==> src/rtl/uart_pkg.sv <==
// Shared UART definitions for the TX driver and the future RX block.
// Holds only types and constants, with no logic, latency or backpressure.
package uart_pkg;

  localparam int UART_DATA_BITS = 8;
  localparam int UART_IDX_W     = $clog2(UART_DATA_BITS);

  typedef enum logic [1:0] {
    IDLE,
    START,
    DATA,
    STOP
  } uart_tx_state_e;

endpackage

==> src/rtl/uart_tx_fifo.sv <==
// Generic synchronous FIFO. Write-to-read latency is one cycle, and level_o updates on the edge after a push or pop.
// Pushes are ignored while full and pops while empty, so the caller gates pushes with !full_o.
module uart_tx_fifo #(
  parameter int DEPTH = 4,
  parameter int WIDTH = 8
) (
  input  logic                     clk,
  input  logic                     rst_n,
  input  logic                     push_i,
  input  logic [WIDTH-1:0]         push_dat_i,
  output logic                     full_o,
  input  logic                     pop_i,
  output logic [WIDTH-1:0]         pop_dat_o,
  output logic                     empty_o,
  output logic [$clog2(DEPTH):0]   level_o
);

  localparam int AW = $clog2(DEPTH);

  logic [WIDTH-1:0] mem_q [DEPTH];
  logic [AW:0]      wr_ptr_q;
  logic [AW:0]      rd_ptr_q;
  logic             push_ok;
  logic             pop_ok;

  // The extra pointer MSB tells a full FIFO from an empty one when the low bits match.
  assign empty_o   = (wr_ptr_q == rd_ptr_q);
  assign full_o    = (wr_ptr_q[AW-1:0] == rd_ptr_q[AW-1:0]) && (wr_ptr_q[AW] != rd_ptr_q[AW]);
  assign level_o   = wr_ptr_q - rd_ptr_q;
  assign pop_dat_o = mem_q[rd_ptr_q[AW-1:0]];
  assign push_ok   = push_i && !full_o;
  assign pop_ok    = pop_i && !empty_o;

  always_ff @(posedge clk or negedge rst_n) begin
    if (!rst_n) begin
      wr_ptr_q <= '0;
      rd_ptr_q <= '0;
    end else begin
      if (push_ok) wr_ptr_q <= wr_ptr_q + 1'b1;
      if (pop_ok)  rd_ptr_q <= rd_ptr_q + 1'b1;
    end
  end

  always_ff @(posedge clk) begin
    if (push_ok) mem_q[wr_ptr_q[AW-1:0]] <= push_dat_i;
  end

endmodule

==> src/rtl/uart_tx_byte_driver.sv <==
// 8N1 / 8N2 UART transmitter with an input FIFO. The start bit appears one edge after a push into an idle, empty FIFO.
// tx_ready is low only while the FIFO is full. A pop in the same cycle does not raise it.
module uart_tx_byte_driver
  import uart_pkg::*;
#(
  parameter int CLKS_PER_BIT = 236,
  parameter int FIFO_DEPTH   = 4,
  parameter int STOP_BITS    = 1
) (
  input  logic                         clk,
  input  logic                         rst_n,
  input  logic [UART_DATA_BITS-1:0]    tx_data,
  input  logic                         tx_valid,
  output logic                         tx_ready,
  output logic                         uart_tx,
  output logic                         busy,
  output logic [$clog2(FIFO_DEPTH):0]  fifo_level
);

  localparam int                    CNT_W     = $clog2(CLKS_PER_BIT);
  localparam logic [CNT_W-1:0]      CNT_LOAD  = CNT_W'(CLKS_PER_BIT - 1);
  localparam logic [UART_IDX_W-1:0] BIT_LAST  = UART_IDX_W'(UART_DATA_BITS - 1);
  localparam logic                  STOP_LAST = (STOP_BITS == 2);

  if (CLKS_PER_BIT < 2 || CLKS_PER_BIT > 65535) begin : g_bad_clks_per_bit
    $error("uart_tx_byte_driver: CLKS_PER_BIT must be in 2..65535");
  end
  if (STOP_BITS < 1 || STOP_BITS > 2) begin : g_bad_stop_bits
    $error("uart_tx_byte_driver: STOP_BITS must be 1 or 2");
  end
  if (FIFO_DEPTH < 2 || (FIFO_DEPTH & (FIFO_DEPTH - 1)) != 0) begin : g_bad_fifo_depth
    $error("uart_tx_byte_driver: FIFO_DEPTH must be a power of two >= 2");
  end

  uart_tx_state_e              state_q;
  logic [CNT_W-1:0]            cnt_q;
  logic [UART_IDX_W-1:0]       bit_idx_q;
  logic                        stop_idx_q;
  logic [UART_DATA_BITS-1:0]   shift_q;
  logic                        uart_tx_q;
  logic                        busy_q;

  logic                        fifo_full;
  logic                        fifo_empty;
  logic [UART_DATA_BITS-1:0]   head;
  logic                        push;
  logic                        pop;
  logic                        cnt_zero;
  logic                        stop_done;

  assign tx_ready  = !fifo_full;
  assign push      = tx_valid && tx_ready;
  assign cnt_zero  = (cnt_q == '0);
  assign stop_done = (state_q == STOP) && cnt_zero && (stop_idx_q == STOP_LAST);
  assign pop       = !fifo_empty && ((state_q == IDLE) || stop_done);
  assign uart_tx   = uart_tx_q;
  assign busy      = busy_q;

  uart_tx_fifo #(
    .DEPTH (FIFO_DEPTH),
    .WIDTH (UART_DATA_BITS)
  ) u_fifo (
    .clk        (clk),
    .rst_n      (rst_n),
    .push_i     (push),
    .push_dat_i (tx_data),
    .full_o     (fifo_full),
    .pop_i      (pop),
    .pop_dat_o  (head),
    .empty_o    (fifo_empty),
    .level_o    (fifo_level)
  );

  // busy_q is the registered form of (next state != IDLE) || (next level != 0).
  // When staying in or falling back to IDLE the FIFO is empty, so the next level is just the push.
  always_ff @(posedge clk or negedge rst_n) begin
    if (!rst_n) begin
      state_q    <= IDLE;
      cnt_q      <= '0;
      bit_idx_q  <= '0;
      stop_idx_q <= 1'b0;
      shift_q    <= '0;
      uart_tx_q  <= 1'b1;
      busy_q     <= 1'b0;
    end else begin
      case (state_q)
        IDLE: begin
          if (pop) begin
            state_q   <= START;
            shift_q   <= head;
            uart_tx_q <= 1'b0;
            cnt_q     <= CNT_LOAD;
            busy_q    <= 1'b1;
          end else begin
            busy_q    <= push;
          end
        end
        START: begin
          if (cnt_zero) begin
            state_q   <= DATA;
            uart_tx_q <= shift_q[0];
            bit_idx_q <= '0;
            cnt_q     <= CNT_LOAD;
          end else begin
            cnt_q <= cnt_q - 1'b1;
          end
        end
        DATA: begin
          if (cnt_zero) begin
            cnt_q <= CNT_LOAD;
            if (bit_idx_q == BIT_LAST) begin
              state_q    <= STOP;
              uart_tx_q  <= 1'b1;
              stop_idx_q <= 1'b0;
            end else begin
              shift_q   <= shift_q >> 1;
              uart_tx_q <= shift_q[1];
              bit_idx_q <= bit_idx_q + 1'b1;
            end
          end else begin
            cnt_q <= cnt_q - 1'b1;
          end
        end
        STOP: begin
          if (cnt_zero) begin
            if (stop_idx_q == STOP_LAST) begin
              if (pop) begin
                state_q   <= START;
                shift_q   <= head;
                uart_tx_q <= 1'b0;
                cnt_q     <= CNT_LOAD;
              end else begin
                state_q <= IDLE;
                busy_q  <= push;
              end
            end else begin
              stop_idx_q <= 1'b1;
              cnt_q      <= CNT_LOAD;
            end
          end else begin
            cnt_q <= cnt_q - 1'b1;
          end
        end
        default: state_q <= IDLE;
      endcase
    end
  end

endmodule

==> config.mk <==
export PLATFORM = sky130hd
export DESIGN_NAME = uart_tx_byte_driver
export DESIGN_NICKNAME = d
export VERILOG_FILES = /design/src/rtl/uart_pkg.sv /design/src/rtl/uart_tx_fifo.sv /design/src/rtl/uart_tx_byte_driver.sv
export SDC_FILE = /design/constraint.sdc
export NUM_CORES = 1
export LEC_CHECK = 0
export BUFFER_PORTS_ARGS = -buffer_cell sky130_fd_sc_hd__buf_2
export CAP_MARGIN = 30
export CORE_MARGIN = 2
export CORE_UTILIZATION = 40
export DETAILED_ROUTE_END_ITERATION = 16
export GPL_TIMING_DRIVEN = 0
export PLACE_DENSITY = 0.62
export SYNTH_ARGS = -nofsm -noshare
export SYNTH_HDL_FRONTEND = slang
export SYNTH_HIERARCHICAL = 1
export SYNTH_SLANG_ARGS = --single-unit
==> constraint.sdc <==
create_clock -name clk -period 6.6 [get_ports clk]
set_clock_uncertainty 0.2 [all_clocks]
set_input_delay 0.66 -clock clk [delete_from_list [all_inputs] [get_ports clk]]
set_output_delay 0.66 -clock clk [all_outputs]
set_load 0.02 [all_outputs]
==> metrics.yaml <==
outcome: "finished, final reports clean"
first_pass_iters: 4
num_vias: 2156
switching_share_pct: 42.9
placed_cell_area_um2: 3350
io_buffer_count: 16
final_net_count: 313
cp.arrival_ns: 3.43
initialDrtViolationCount: 81
syn_inst: 259
grt_max_degree: 30
maxCapViolations: 0
hp-class: "input port to asynchronous set/reset pin"
dp_hpwl_mm: 4.04
synth.cell_area_um2: 3150
synthArstFlopShare_pct: 47.5
grtUsageTotal_pct: 15.2
fp-row-count: 32
clkLatencyLatePin_ns: 0.35
diodes: 0
power.switching_mw: 0.846
powerDensity_nw_per_um2: 554
end_kind: "register"
total_power_mw: 1.97
finalSetupViolCount: 0
critPathSlowestCell: "clkbuf_1"
synth_edf_count: 32
avgSynthCellArea_um2: 12.1
pre_cts_ws_ns: 3.18
htreeDepth: 3
cts_resized: 0
setup_slack_ns: 3.20
p_int_mw: 1.13
cp_num_cells: 10
min_period_ns: 3.40
critPathKind: "register to register"
routed_via_density: 5.49
sequentialPowerShare_pct: 32.0
drive_above_1_share_pct: 19.6
crit_chain: "clkbuf_1, inv_1, ha_1, nand2_1, nor2_1, buf_2, nand2b_1, o32ai_4, nand2_1, a221o_2"
ys.flop_type: "edfxtp_1"
irDropWorstVdd_mv: 0.198
required_ns: 6.63
numClockSinks: 61
cts-root-buf: "clkbuf_8"
post_cts_buffers: 0
routed_wl_mm: 5.95
dieArea_um2: 8590
finalSetupTns_ns: 0
postRouteAntennaNets: 0
critical-path-top-delay-family: "compound AO/OA/AOI/OAI gates"
initial_core_util_pct: 40.9
path_buf_inv: 3
antenna_found_initial: 0
crit_path_start_kind: "register"
synth.distinct_cells: 54
ctsHoldBuffers: 0
wire_per_inst_um: 15.2
grt_pass1_vias: 2059
worst_slew_pin_slew_ns: 0.767
max_freq_mhz: 295
fin_util_pct: 46.3
clk_path_buf_depth: 2
core_area_um2: 7690
p_leak_nw: 1.44
gr-total-overflow: 0
fin_crit_sh_pct: 51.4
grt_pass1_wl_mm: 10.0
cp_max_fo: 10
ff2ff_path_depth: 10
power_frac_comb_pct: 50.6
cts_made_buffers: 9
finalMaxSlewViolations: 0
syn-num-nets: 286
fillers: 719
rsz0062_at_grt: "no"
die_w_um: 92.7
p_clk_share_pct: 17.4
design_area_um2: 3560
drc: 0
io_pins: 17
multi_input_area_um2: 1320
finalHoldViolations: 0
slowest_delay_ns: 0.48
relSlewSlack_pct: 48.8
place_congestion: 0.810
ys_warn_count: 6
area_delta_synth_final_pct: 13.1
cp_common_cell: "nand2_1"
clkTransAtPathRegs_ns: 0.08
cts_tree: "done"
ys_ff_latch: 61
register_area_um2: 1690
seq_area_frac_synth_pct: 53.6
die_y_um: 92.7
## cells in the final DEF, fill, tap and decap left out, drive strengths merged, types with 4 or more instances in the layout
master / Yosys / final
o21ai: 6 / 6
mux4: 8 / 8
dfrtp: 28 / 28
and3: 5 / 5
a21oi: 9 / 9
nor3b: 4 / 4
nand2: 11 / 11
clkbuf: 5 / 14
a31oi: 7 / 7
buf: 6 / 22
inv: 26 / 29
edfxtp: 32 / 32
nand3: 5 / 5
nor2: 14 / 14
ha: 15 / 15
a221o: 4 / 4
nor3: 20 / 20
a221oi: 7 / 7
## final timing paths
check,start,endpoint,slack (ns)
worst max-delay path,u_fifo/rd_ptr_q[1],u_fifo/rd_ptr_q[2],3.20
worst min-delay path,rst_n,cnt_q[5],0.14
worst max register to register,u_fifo/rd_ptr_q[1],u_fifo/rd_ptr_q[2],3.20
worst min register to register,shift_q[7],shift_q[7],0.28
max in group asynchronous,rst_n,shift_q[5],5.63
min in group clk,shift_q[7],shift_q[7],0.28
## through the flow
stage	hold WS, ns	std cells
4_1_cts	0.157	393
3_5_place_dp	0.272	377
2_1_floorplan	0.164	259
5_1_grt	0.184	393
3_3_place_gp	0.265	377
6_report	0.136	393
## power by group through the flow
stage,registers [mW],logic [mW],clock network [mW]
finish,0.630,0.998,0.343
global route,0.649,1.11,0.368
CTS,0.631,1.00,0.351
detailed placement,0.639,0.998,0
global placement,0.636,0.985,0
floorplan,0.623,0.782,0
## cells in the mapped netlist, types with 2 or more instances
cell       n  area, um^2
edfxtp_1  32         961
dfrtp_1   28         701
inv_1     26        97.6
nor3_1    19        95.1
ha_1      15         188
nor2_1    14        52.6
nand2_1   11        41.3
a21oi_1    9        45.0
mux4_2     8         180
a221oi_1   7        61.3
a31oi_1    7        43.8
and3_1     5        31.3
clkbuf_1   5        18.8
o21ai_0    5        25.0
buf_2      4        20.0
nand3_1    4        20.0
nor3b_1    4        30.0
a211oi_1   3        22.5
a221o_1    3        30.0
nand2b_1   3        18.8
o22ai_1    3        18.8
xnor2_1    3        26.3
a211o_1    2        17.5
a21o_1     2        15.0
a32oi_1    2        17.5
and2_1     2        12.5
buf_1      2        7.51
mux2_4     2        30.0
nor4_1     2        12.5
o31ai_1    2        15.0
o32a_1     2        20.0
## layout make-up
class                   count  area share, %
flip-flops and latches     61           47.4
multi-input cells         161           36.9
well taps                 102           3.59
clock buffers               9           3.48
inverters                  26           2.74
clock inverters             7           2.28
repair buffers             16           2.25
plain buffers              11           1.30
## cells by family (layout without fill, tap and decap cells)
family,after synthesis,in the layout,share of synthesized area [%]
multiplexers,11,11,7.00
flip-flops,61,61,53.6
XOR/XNOR,4,4,1.35
adder cells (fa/ha/maj),16,16,6.60
buffers and inverters,37,69,4.57
AO/OA/AOI/OAI,59,59,14.5
AND/OR/NAND/NOR,71,71,12.3
## flip-flops by register name, indices dropped and copies added, names as in the netlist
register / cells
u_fifo/rd_ptr_q: 3
u_fifo/mem_q: 32
u_fifo/wr_ptr_q: 3
state_q: 2
bit_idx_q: 3
uart_tx: 1
shift_q: 8
cnt_q: 8
busy: 1
## metal layers
layer	share of wire [%]	vias to the layer above	wire [um]	track usage (%)
met5	0	-	0	0
met4	1.2	0	73	3.68
met3	4.0	10	239	6.02
met2	46	29	2710	23.3
met1	49	1081	2930	20.4
li1	-	1036	-	-
Power figures use the tool's default switching activity.
